--- config.mk ---
export PLATFORM = sky130hd
export DESIGN_NAME = exec_ctrl
export DESIGN_NICKNAME = d
export VERILOG_FILES = /design/src/rtl/exec_pkg.sv /design/src/rtl/instr_decode.sv /design/src/rtl/exec_ctrl.sv
export SDC_FILE = /design/constraint.sdc
export NUM_CORES = 1
export LEC_CHECK = 0
export ABC_AREA = 1
export CORE_ASPECT_RATIO = 0.6
export CORE_UTILIZATION = 41
export DETAILED_ROUTE_END_ITERATION = 7
export GPL_TIMING_DRIVEN = 0
export PLACE_DENSITY = 0.7
export SLEW_MARGIN = 25
export SYNTH_ARGS = -nofsm -noshare
export SYNTH_HDL_FRONTEND = slang
export SYNTH_SLANG_ARGS = --single-unit
--- constraint.sdc ---
create_clock -name clk -period 4 [get_ports clk]
set_input_delay 0.8 -clock clk [delete_from_list [all_inputs] [get_ports clk]]
set_output_delay 0.8 -clock clk [all_outputs]
set_load 0.02 [all_outputs]
--- src/rtl/exec_pkg.sv ---
// Shared definitions for the execute-stage sequencer: FSM states, opcodes,
// ALU operation codes and instruction field positions.
package exec_pkg;

    typedef enum logic [2:0] {
        ST_IDLE,
        ST_FETCH,
        ST_DECODE,
        ST_READ,
        ST_MUX,
        ST_EXEC,
        ST_WB,
        ST_HALT
    } state_e;

    localparam logic [4:0] OP_NOP  = 5'b00000;
    localparam logic [4:0] OP_ADD  = 5'b00001;
    localparam logic [4:0] OP_SUB  = 5'b00010;
    localparam logic [4:0] OP_AND  = 5'b00011;
    localparam logic [4:0] OP_OR   = 5'b00100;
    localparam logic [4:0] OP_ADDI = 5'b00101;
    localparam logic [4:0] OP_JMP  = 5'b01000;
    localparam logic [4:0] OP_HALT = 5'b11111;

    localparam logic [2:0] ALU_ADD = 3'd0;
    localparam logic [2:0] ALU_SUB = 3'd1;
    localparam logic [2:0] ALU_AND = 3'd2;
    localparam logic [2:0] ALU_OR  = 3'd3;

    localparam int unsigned OPC_MSB = 15;
    localparam int unsigned OPC_LSB = 11;
    localparam int unsigned RD_MSB  = 10;
    localparam int unsigned RD_LSB  = 8;
    localparam int unsigned RS_MSB  = 7;
    localparam int unsigned RS_LSB  = 5;
    localparam int unsigned IMM_MSB = 7;
    localparam int unsigned IMM_LSB = 0;

endpackage

--- src/rtl/instr_decode.sv ---
// Combinational opcode classifier for exec_ctrl.
module instr_decode
    import exec_pkg::*;
(
    input  logic [4:0] opcode,
    output logic       is_alu,
    output logic       is_imm,
    output logic       is_jmp,
    output logic       is_halt,
    output logic       is_illegal,
    output logic [2:0] alu_op
);

    always_comb begin
        is_alu     = 1'b0;
        is_imm     = 1'b0;
        is_jmp     = 1'b0;
        is_halt    = 1'b0;
        is_illegal = 1'b0;
        alu_op     = ALU_ADD;
        case (opcode)
            OP_NOP:  ;
            OP_ADD:  is_alu = 1'b1;
            OP_SUB:  begin is_alu = 1'b1; alu_op = ALU_SUB; end
            OP_AND:  begin is_alu = 1'b1; alu_op = ALU_AND; end
            OP_OR:   begin is_alu = 1'b1; alu_op = ALU_OR;  end
            OP_ADDI: begin is_alu = 1'b1; is_imm = 1'b1;     end
            OP_JMP:  is_jmp = 1'b1;
            OP_HALT: is_halt = 1'b1;
            default: is_illegal = 1'b1;
        endcase
    end

endmodule

--- src/rtl/exec_ctrl.sv ---
// Multi-cycle execute sequencer: fetch, decode, then one-cycle enables to
// register read, operand mux, ALU and writeback. Owns PC and retire count.
module exec_ctrl
    import exec_pkg::*;
#(
    parameter int unsigned DWIDTH   = 16,
    parameter int unsigned PC_WIDTH = 8
) (
    input  logic                clk,
    input  logic                rst_n,
    input  logic                start,
    output logic                instr_req,
    output logic [PC_WIDTH-1:0] instr_addr,
    input  logic                instr_valid,
    input  logic [DWIDTH-1:0]   instr,
    output logic                rf_rd_en,
    output logic [2:0]          rd_addr,
    output logic [2:0]          rs_addr,
    output logic                mux_en,
    output logic                alu_in_sel,
    output logic [7:0]          offset,
    output logic                alu_en,
    output logic [2:0]          alu_op,
    output logic                wb_en,
    output logic [2:0]          wb_addr,
    output logic                busy,
    output logic                halted,
    output logic                illegal,
    output logic [15:0]         retire_cnt
);

    state_e              state_q, state_d;
    logic [PC_WIDTH-1:0] pc_q, pc_d;
    logic [15:0]         retire_q, retire_d;
    logic [DWIDTH-1:0]   instr_q, instr_d;

    logic                dec_is_alu, dec_is_imm, dec_is_jmp, dec_is_halt, dec_is_illegal;
    logic [2:0]          dec_alu_op;
    logic [PC_WIDTH-1:0] pc_inc, jmp_target;

    instr_decode u_instr_decode (
        .opcode     (instr_q[OPC_MSB:OPC_LSB]),
        .is_alu     (dec_is_alu),
        .is_imm     (dec_is_imm),
        .is_jmp     (dec_is_jmp),
        .is_halt    (dec_is_halt),
        .is_illegal (dec_is_illegal),
        .alu_op     (dec_alu_op)
    );

    assign pc_inc = pc_q + PC_WIDTH'(1);

    // Jump target is the 8-bit immediate, zero-extended or truncated to the PC.
    always_comb begin
        jmp_target = '0;
        for (int unsigned i = 0; i < PC_WIDTH && i < 8; i++) begin
            jmp_target[i] = instr_q[IMM_LSB + i];
        end
    end

    always_ff @(posedge clk or negedge rst_n) begin
        if (!rst_n) begin
            state_q  <= ST_IDLE;
            pc_q     <= '0;
            retire_q <= '0;
            instr_q  <= '0;
        end else begin
            state_q  <= state_d;
            pc_q     <= pc_d;
            retire_q <= retire_d;
            instr_q  <= instr_d;
        end
    end

    always_comb begin
        state_d  = state_q;
        pc_d     = pc_q;
        retire_d = retire_q;
        instr_d  = instr_q;
        case (state_q)
            ST_IDLE:  if (start) state_d = ST_FETCH;
            ST_FETCH: begin
                if (instr_valid) begin
                    instr_d = instr;
                    state_d = ST_DECODE;
                end
            end
            ST_DECODE: begin
                if (dec_is_halt) begin
                    retire_d = retire_q + 16'd1;
                    state_d  = ST_HALT;
                end else if (dec_is_jmp) begin
                    pc_d     = jmp_target;
                    retire_d = retire_q + 16'd1;
                    state_d  = ST_FETCH;
                end else if (dec_is_alu) begin
                    pc_d    = pc_inc;
                    state_d = ST_READ;
                end else begin
                    // NOP and undefined opcodes retire immediately.
                    pc_d     = pc_inc;
                    retire_d = retire_q + 16'd1;
                    state_d  = ST_FETCH;
                end
            end
            ST_READ:  state_d = ST_MUX;
            ST_MUX:   state_d = ST_EXEC;
            ST_EXEC:  state_d = ST_WB;
            ST_WB: begin
                retire_d = retire_q + 16'd1;
                state_d  = ST_FETCH;
            end
            ST_HALT:  state_d = ST_HALT;
            default:  state_d = ST_IDLE;
        endcase
    end

    always_comb begin
        instr_req  = (state_q == ST_FETCH);
        rf_rd_en   = (state_q == ST_READ);
        mux_en     = (state_q == ST_MUX);
        alu_en     = (state_q == ST_EXEC);
        wb_en      = (state_q == ST_WB);
        busy       = (state_q != ST_IDLE) && (state_q != ST_HALT);
        halted     = (state_q == ST_HALT);
        illegal    = (state_q == ST_DECODE) && dec_is_illegal;
        instr_addr = pc_q;
        rd_addr    = instr_q[RD_MSB:RD_LSB];
        rs_addr    = instr_q[RS_MSB:RS_LSB];
        wb_addr    = instr_q[RD_MSB:RD_LSB];
        offset     = instr_q[IMM_MSB:IMM_LSB];
        alu_op     = dec_alu_op;
        alu_in_sel = dec_is_imm;
        retire_cnt = retire_q;
    end

endmodule

==> run summary, run 1 <==
gr ovfl total - 0
Final #Nets - 459
synth unique cells - 29
R2R cell count - 9
DRC violations left - 0
port buffer count - 71
layout cells sized above 1 - 0.1073
crit end category - primary output
Comb pwr share - 0.518
CP max FO - 8
TritonCTS buffer count - 5
Max-cap violations - 0
GRT Total Usage - 0.2067
CP peak stage delay - 0.65 ns
die area - 0.006527 sq mm
proportion of synthesized area in mux cells - 0
CP Class - flop to primary output
Worst-path clk slew - 0.08 ns
Fin. Hold Viols - 0
Crit path arrival time - 2.08 ns
number of synthesized register bits - 43
final clock skew - 0.007921 ns
Root Driver - clkbuf_8
syn avg cell area - 7.118 sq um
post-synthesis compound-gate area fraction - 0.06696
ranking of synthesized cells by area - dfrtp_1 42%, nand2_1 19%, nor2_1 5.9%, buf_4 5.6%, nand3_1 5.5%
Yosys Warn Count - 0
DR pass1 iterations - 4
post-DR vias/cell - 4.764
Final GP Congestion - 0.8504
final setup fails - 0
fin. max-slew vios - 0
largest net degree at the start of global routing - 28
Final Core Density - 0.6052
Reg2Reg Setup Slack - 2.44 ns
Fillers - 547
Simple-Gate Fraction of Synth Area - 0.3580
DR iter-0 viols - 99
Post-Place Worst Slack - 1.437 ns
CTS H-tree lvls - 2
DP HPWL - 4.902 mm
# diodes - 0
Die X - 103.6 um
crit path from - state_q[0]
Post-Syn Nets - 379
number of global-route vias before repair - 2170
fmax - 347.7 MHz
power per standard cell area - 610.8 mW/mm^2
area of the multi-input gates - 0.001170 sq mm
CP required - 3.20 ns
Clock power frac - 0.145
Final Non-Filler Cells - 518
Leak Pwr - 1.645 nW
net load switching power - 0.8955 mW
final worst slack - 1.124 ns
Synth area leader - dfrtp_1
outcome - complete, no violations
Sw Share - 0.4191
Post-CTS Setup Inserts - 0
antenna violations before repair - 0
hold_buf cts - 0
placed cells - 510
clk_lat worst skew - 0.30 ns
Slowest cell on crit path - clkdlybuf4s50_1
internal power - 1.241 mW
I/O pin total - 73
RSZ-0062 raised after global routing - no
global-route wire length before repair - 10.57 mm
startpoint types - flop
Vias - 2468
Seq/Total Area, Yosys - 0.4234
overall power - 2.137 mW
Initial Util - 0.4396
setup total negative slack - 0 ns
largest family of logic cells by synthesized area - simple AND/OR/NAND/NOR gates
CTS max path bufs - 2
Synth Area in XOR/XNOR - 0.02413
num rows - 21
Flop pwr share - 0.337
CP Cell Sequence - inv_2 -> nand2_2 -> nor2_4 -> o21ai_2 -> nor3b_1 -> clkdlybuf4s50_1
Synth Cell Area - 0.002541 sq mm
Core Region - 0.005781 sq mm
Worst Hold Class - primary input to async pin
Post-DRT Antenna Nets - 0
top cell type's share of synthesized area - 0.4234
hold_ws - 0.2890 ns
DP Area - 0.003395 sq mm
Worst IR Drop VDD - 438.1 uV
RR Startpoint - instr_q[14]
adder-cell share of the synthesized area - 0.009847
CTS tree - done
final worst path period share - 0.7190
FF+latch area - 0.001076 sq mm
Post-Synthesis Cells - 357
drt wl/cell - 12.26 um
RR Endpoint - retire_cnt[1]
area delta synth->final - 37.67%
Die Y - 62.98 um
TritonCTS Sinks - 43
Resized cells post-CTS - 0
final worst path period need - 2.876 ns
final non-filler cell area - 0.003498 sq mm
Routed WL - 6.352 mm
-- critical path, delay by kind of cell (launching register included) --
kind                   cells  cell delay, ns
AOI/OAI and AO/OA          1            0.15
buffers and inverters      2            0.77
DFF                        1            0.42
and+or+nand+nor            3            0.44
-- flip-flops by register name, indices dropped and copies added, names as in the netlist --
name / count
instr_q: 16
retire_cnt: 16
state_q: 3
instr_addr: 8
-- Yosys cell counts (all sizes together) --
master	instances
nor3b	1
xnor2	6
a31oi	1
conb	1
dfrtp	43
xor2	1
nand3	28
ha	2
nand2	131
a21oi	9
inv	30
o21ai	20
nor2	42
clkbuf	1
nand4	8
nor3	4
o211ai	2
nand3b	2
buf	25
-- per-layer routing --
metal,vias up,GRT usage,part of all wire
met5,-,0,0
met4,0,0.05435,0.0077
met3,5,0.07299,0.087
met2,78,0.2752,0.38
met1,1106,0.3095,0.53
li1,1279,-,-
-- area by class of cell --
class | count | area share
multi-input cells | 258 | 0.3344
inverters | 30 | 0.03219
clock inverters | 1 | 0.002146
clock buffers | 7 | 0.02754
plain buffers | 26 | 0.05222
flip-flops and latches | 43 | 0.3076
well taps | 80 | 0.02861
repair buffers | 73 | 0.2153
-- logic make-up after synthesis --
group | after synthesis
flops | 43
fa+ha+maj | 2
simple gates | 216
buf+inv | 56
compound gates | 32
other cells | 1
xor+xnor | 7
-- how the worst max path moves through the flow --
stage | end | cells past startpoint
6_report | illegal | 6
5_1_grt | illegal | 6
4_1_cts | illegal | 6
3_5_place_dp | illegal | 6
3_3_place_gp | instr_addr[6] | 1
2_1_floorplan | illegal | 5
-- power groups by stage --
stage	clock [mW]	combinational (mW)	sequential [mW]
floorplan	0	0.635	0.739
global placement	0	1.09	0.723
detailed placement	0	1.10	0.726
CTS	0.319	1.11	0.719
global route	0.342	1.20	0.744
finish	0.309	1.11	0.721
-- placed cells by master, fill, tap and decap left out, types with 8 or more instances in the layout --
cell,instances
a21oi_1,9
buf_4,19
clkdlybuf4s50_1,70
dfrtp_1,43
inv_1,26
nand2_1,128
nand3_1,28
nand4_1,8
nor2_1,40
o21ai_0,17
Note: power is estimated with default switching activity, not from simulation.
==> run 2, diff against run 1 <==
Settings changed: PLACE_DENSITY 0.7 to 0.73.
Clock period 4 ns to 2.5 ns, I/O delays scaled along.
==> run summary, run 2 (same netlist as run 1, synthesis figures left out) <==
commonest non-fill, non-tap cell in the layout - nand2_1
Max-cap violations - 0
antenna violations before repair - 0
outcome - complete, no violations
CTS max path bufs - 2
gr ovfl total - 0
Fin. Hold Viols - 0
RSZ-0062 raised after global routing - no
Post-DRT Antenna Nets - 0
CP top delay family - buffers and inverters
routing usage on met1 - 0.3176
DR pass1 iterations - 4
final worst path period need - 2.310 ns
met2 usage in global routing - 0.3096
power per standard cell area - 974.1 mW/mm^2
Vias - 2518
Routed WL - 6.545 mm
Root Driver - clkbuf_8
TritonCTS buffer count - 5
final setup fails - 0
CP Class - flop to primary output
final worst path period share - 0.9240
drt wl/cell - 12.71 um
final clock skew - 0.003056 ns
global-route wire length before repair - 11.14 mm
CP peak stage delay - 0.64 ns
Final #Nets - 458
# diodes - 0
CTS tree - done
hold_buf cts - 0
clk_lat worst skew - 0.29 ns
Die X - 103.6 um
post-DR vias/cell - 4.889
CP Depth - 4
die area - 0.006527 sq mm
CP required - 2.00 ns
layout cells sized above 1 - 0.09885
DR iter-0 viols - 127
Worst-path clk slew - 0.08 ns
DP HPWL - 5.039 mm
most frequent cells in the layout - 128 x nand2_1, 68 x clkdlybuf4s50_1, 43 x dfrtp_1
num rows - 21
fmax - 432.9 MHz
GRT Total Usage - 0.2140
Final GP Congestion - 0.8553
number of global-route vias before repair - 2338
I/O pin total - 73
largest net degree at the start of global routing - 31
Initial Util - 0.4396
port buffer count - 71
Worst IR Drop VDD - 528.9 uV
DRC violations left - 0
Crit path arrival time - 1.81 ns
global-route layer with the greatest usage - met1
Leak Pwr - 1.628 nW
area delta synth->final - 35.25%
Buf/Inv on CP - 1
Slowest cell on crit path - clkdlybuf4s50_1
hold_ws - 0.1095 ns
R2R cell count - 9
CTS H-tree lvls - 2
met3 GRT Util - 0.04901
Die Y - 62.98 um
Core Region - 0.005781 sq mm
CP max FO - 5
TritonCTS Sinks - 43
fin. max-slew vios - 0
setup total negative slack - 0 ns
CP Cell Sequence - nor2_2 -> nand4_1 -> o21ai_0 -> clkdlybuf4s50_1
crit end category - primary output
Worst Hold Class - primary input to async pin
startpoint types - flop
run 2: path summary, 6_finish.rpt:
check                      slack [ns]   startpoint              to
setup reg to reg                 0.93  instr_q[14]   retire_cnt[0]
setup / recovery                 0.19  instr_q[14]       alu_op[0]
hold / removal                   0.11        rst_n      state_q[0]
max in group asynchronous        1.90        rst_n  retire_cnt[14]
hold reg to reg                  0.51   instr_q[9]      instr_q[9]
min in group clk                 0.51   instr_q[9]      instr_q[9]
run 2: layout make-up:
cell class / instances / area (sq um)
fillers: 558 / 2344
multi-input cells: 258 / 1170
flip-flops and latches: 43 / 1076
repair buffers: 72 / 723.2
plain buffers: 26 / 182.7
inverters: 30 / 112.6
well taps: 80 / 100.1
clock buffers: 6 / 72.57
run 2: layer usage:
layer | vias up | routed length, um
met2 | 74 | 2734
met4 | 0 | 35
met1 | 1169 | 3370
li1 | 1273 | -
met3 | 2 | 404
met5 | - | 0
run 2: where the power goes:
| group | total, mW | internal [mW] | switching [mW] |
|---|---|---|---|
| clock network | 0.423 | 0.187 | 0.236 |
| logic | 1.77 | 0.819 | 0.952 |
| registers | 1.15 | 0.904 | 0.249 |
| total | 3.35 | 1.91 | 1.44 |
run 2: through the flow:
step | setup slack, ns | utilization | cells | area, sq um | total power, mW
after global placement | -0.2515 | 0.5799 | 508 | 3352 | 2.897
after floorplan | 0.6522 | - | 357 | 2541 | 2.198
after CTS | 0.2113 | 0.5946 | 515 | 3437 | 3.356
after global routing | 0.09381 | 0.5946 | 515 | 3437 | 3.580
after detailed placement | 0.2514 | 0.5825 | 509 | 3367 | 2.940
final | 0.1899 | 0.5946 | 515 | 3437 | 3.348
run 2: repair_timing:
action / CTS / global route
resized for setup: 2 / 0
hold endpoints to repair: 0 / 0
endpoints found under the setup margin: 2 / 0
setup buffers: 0 / 0
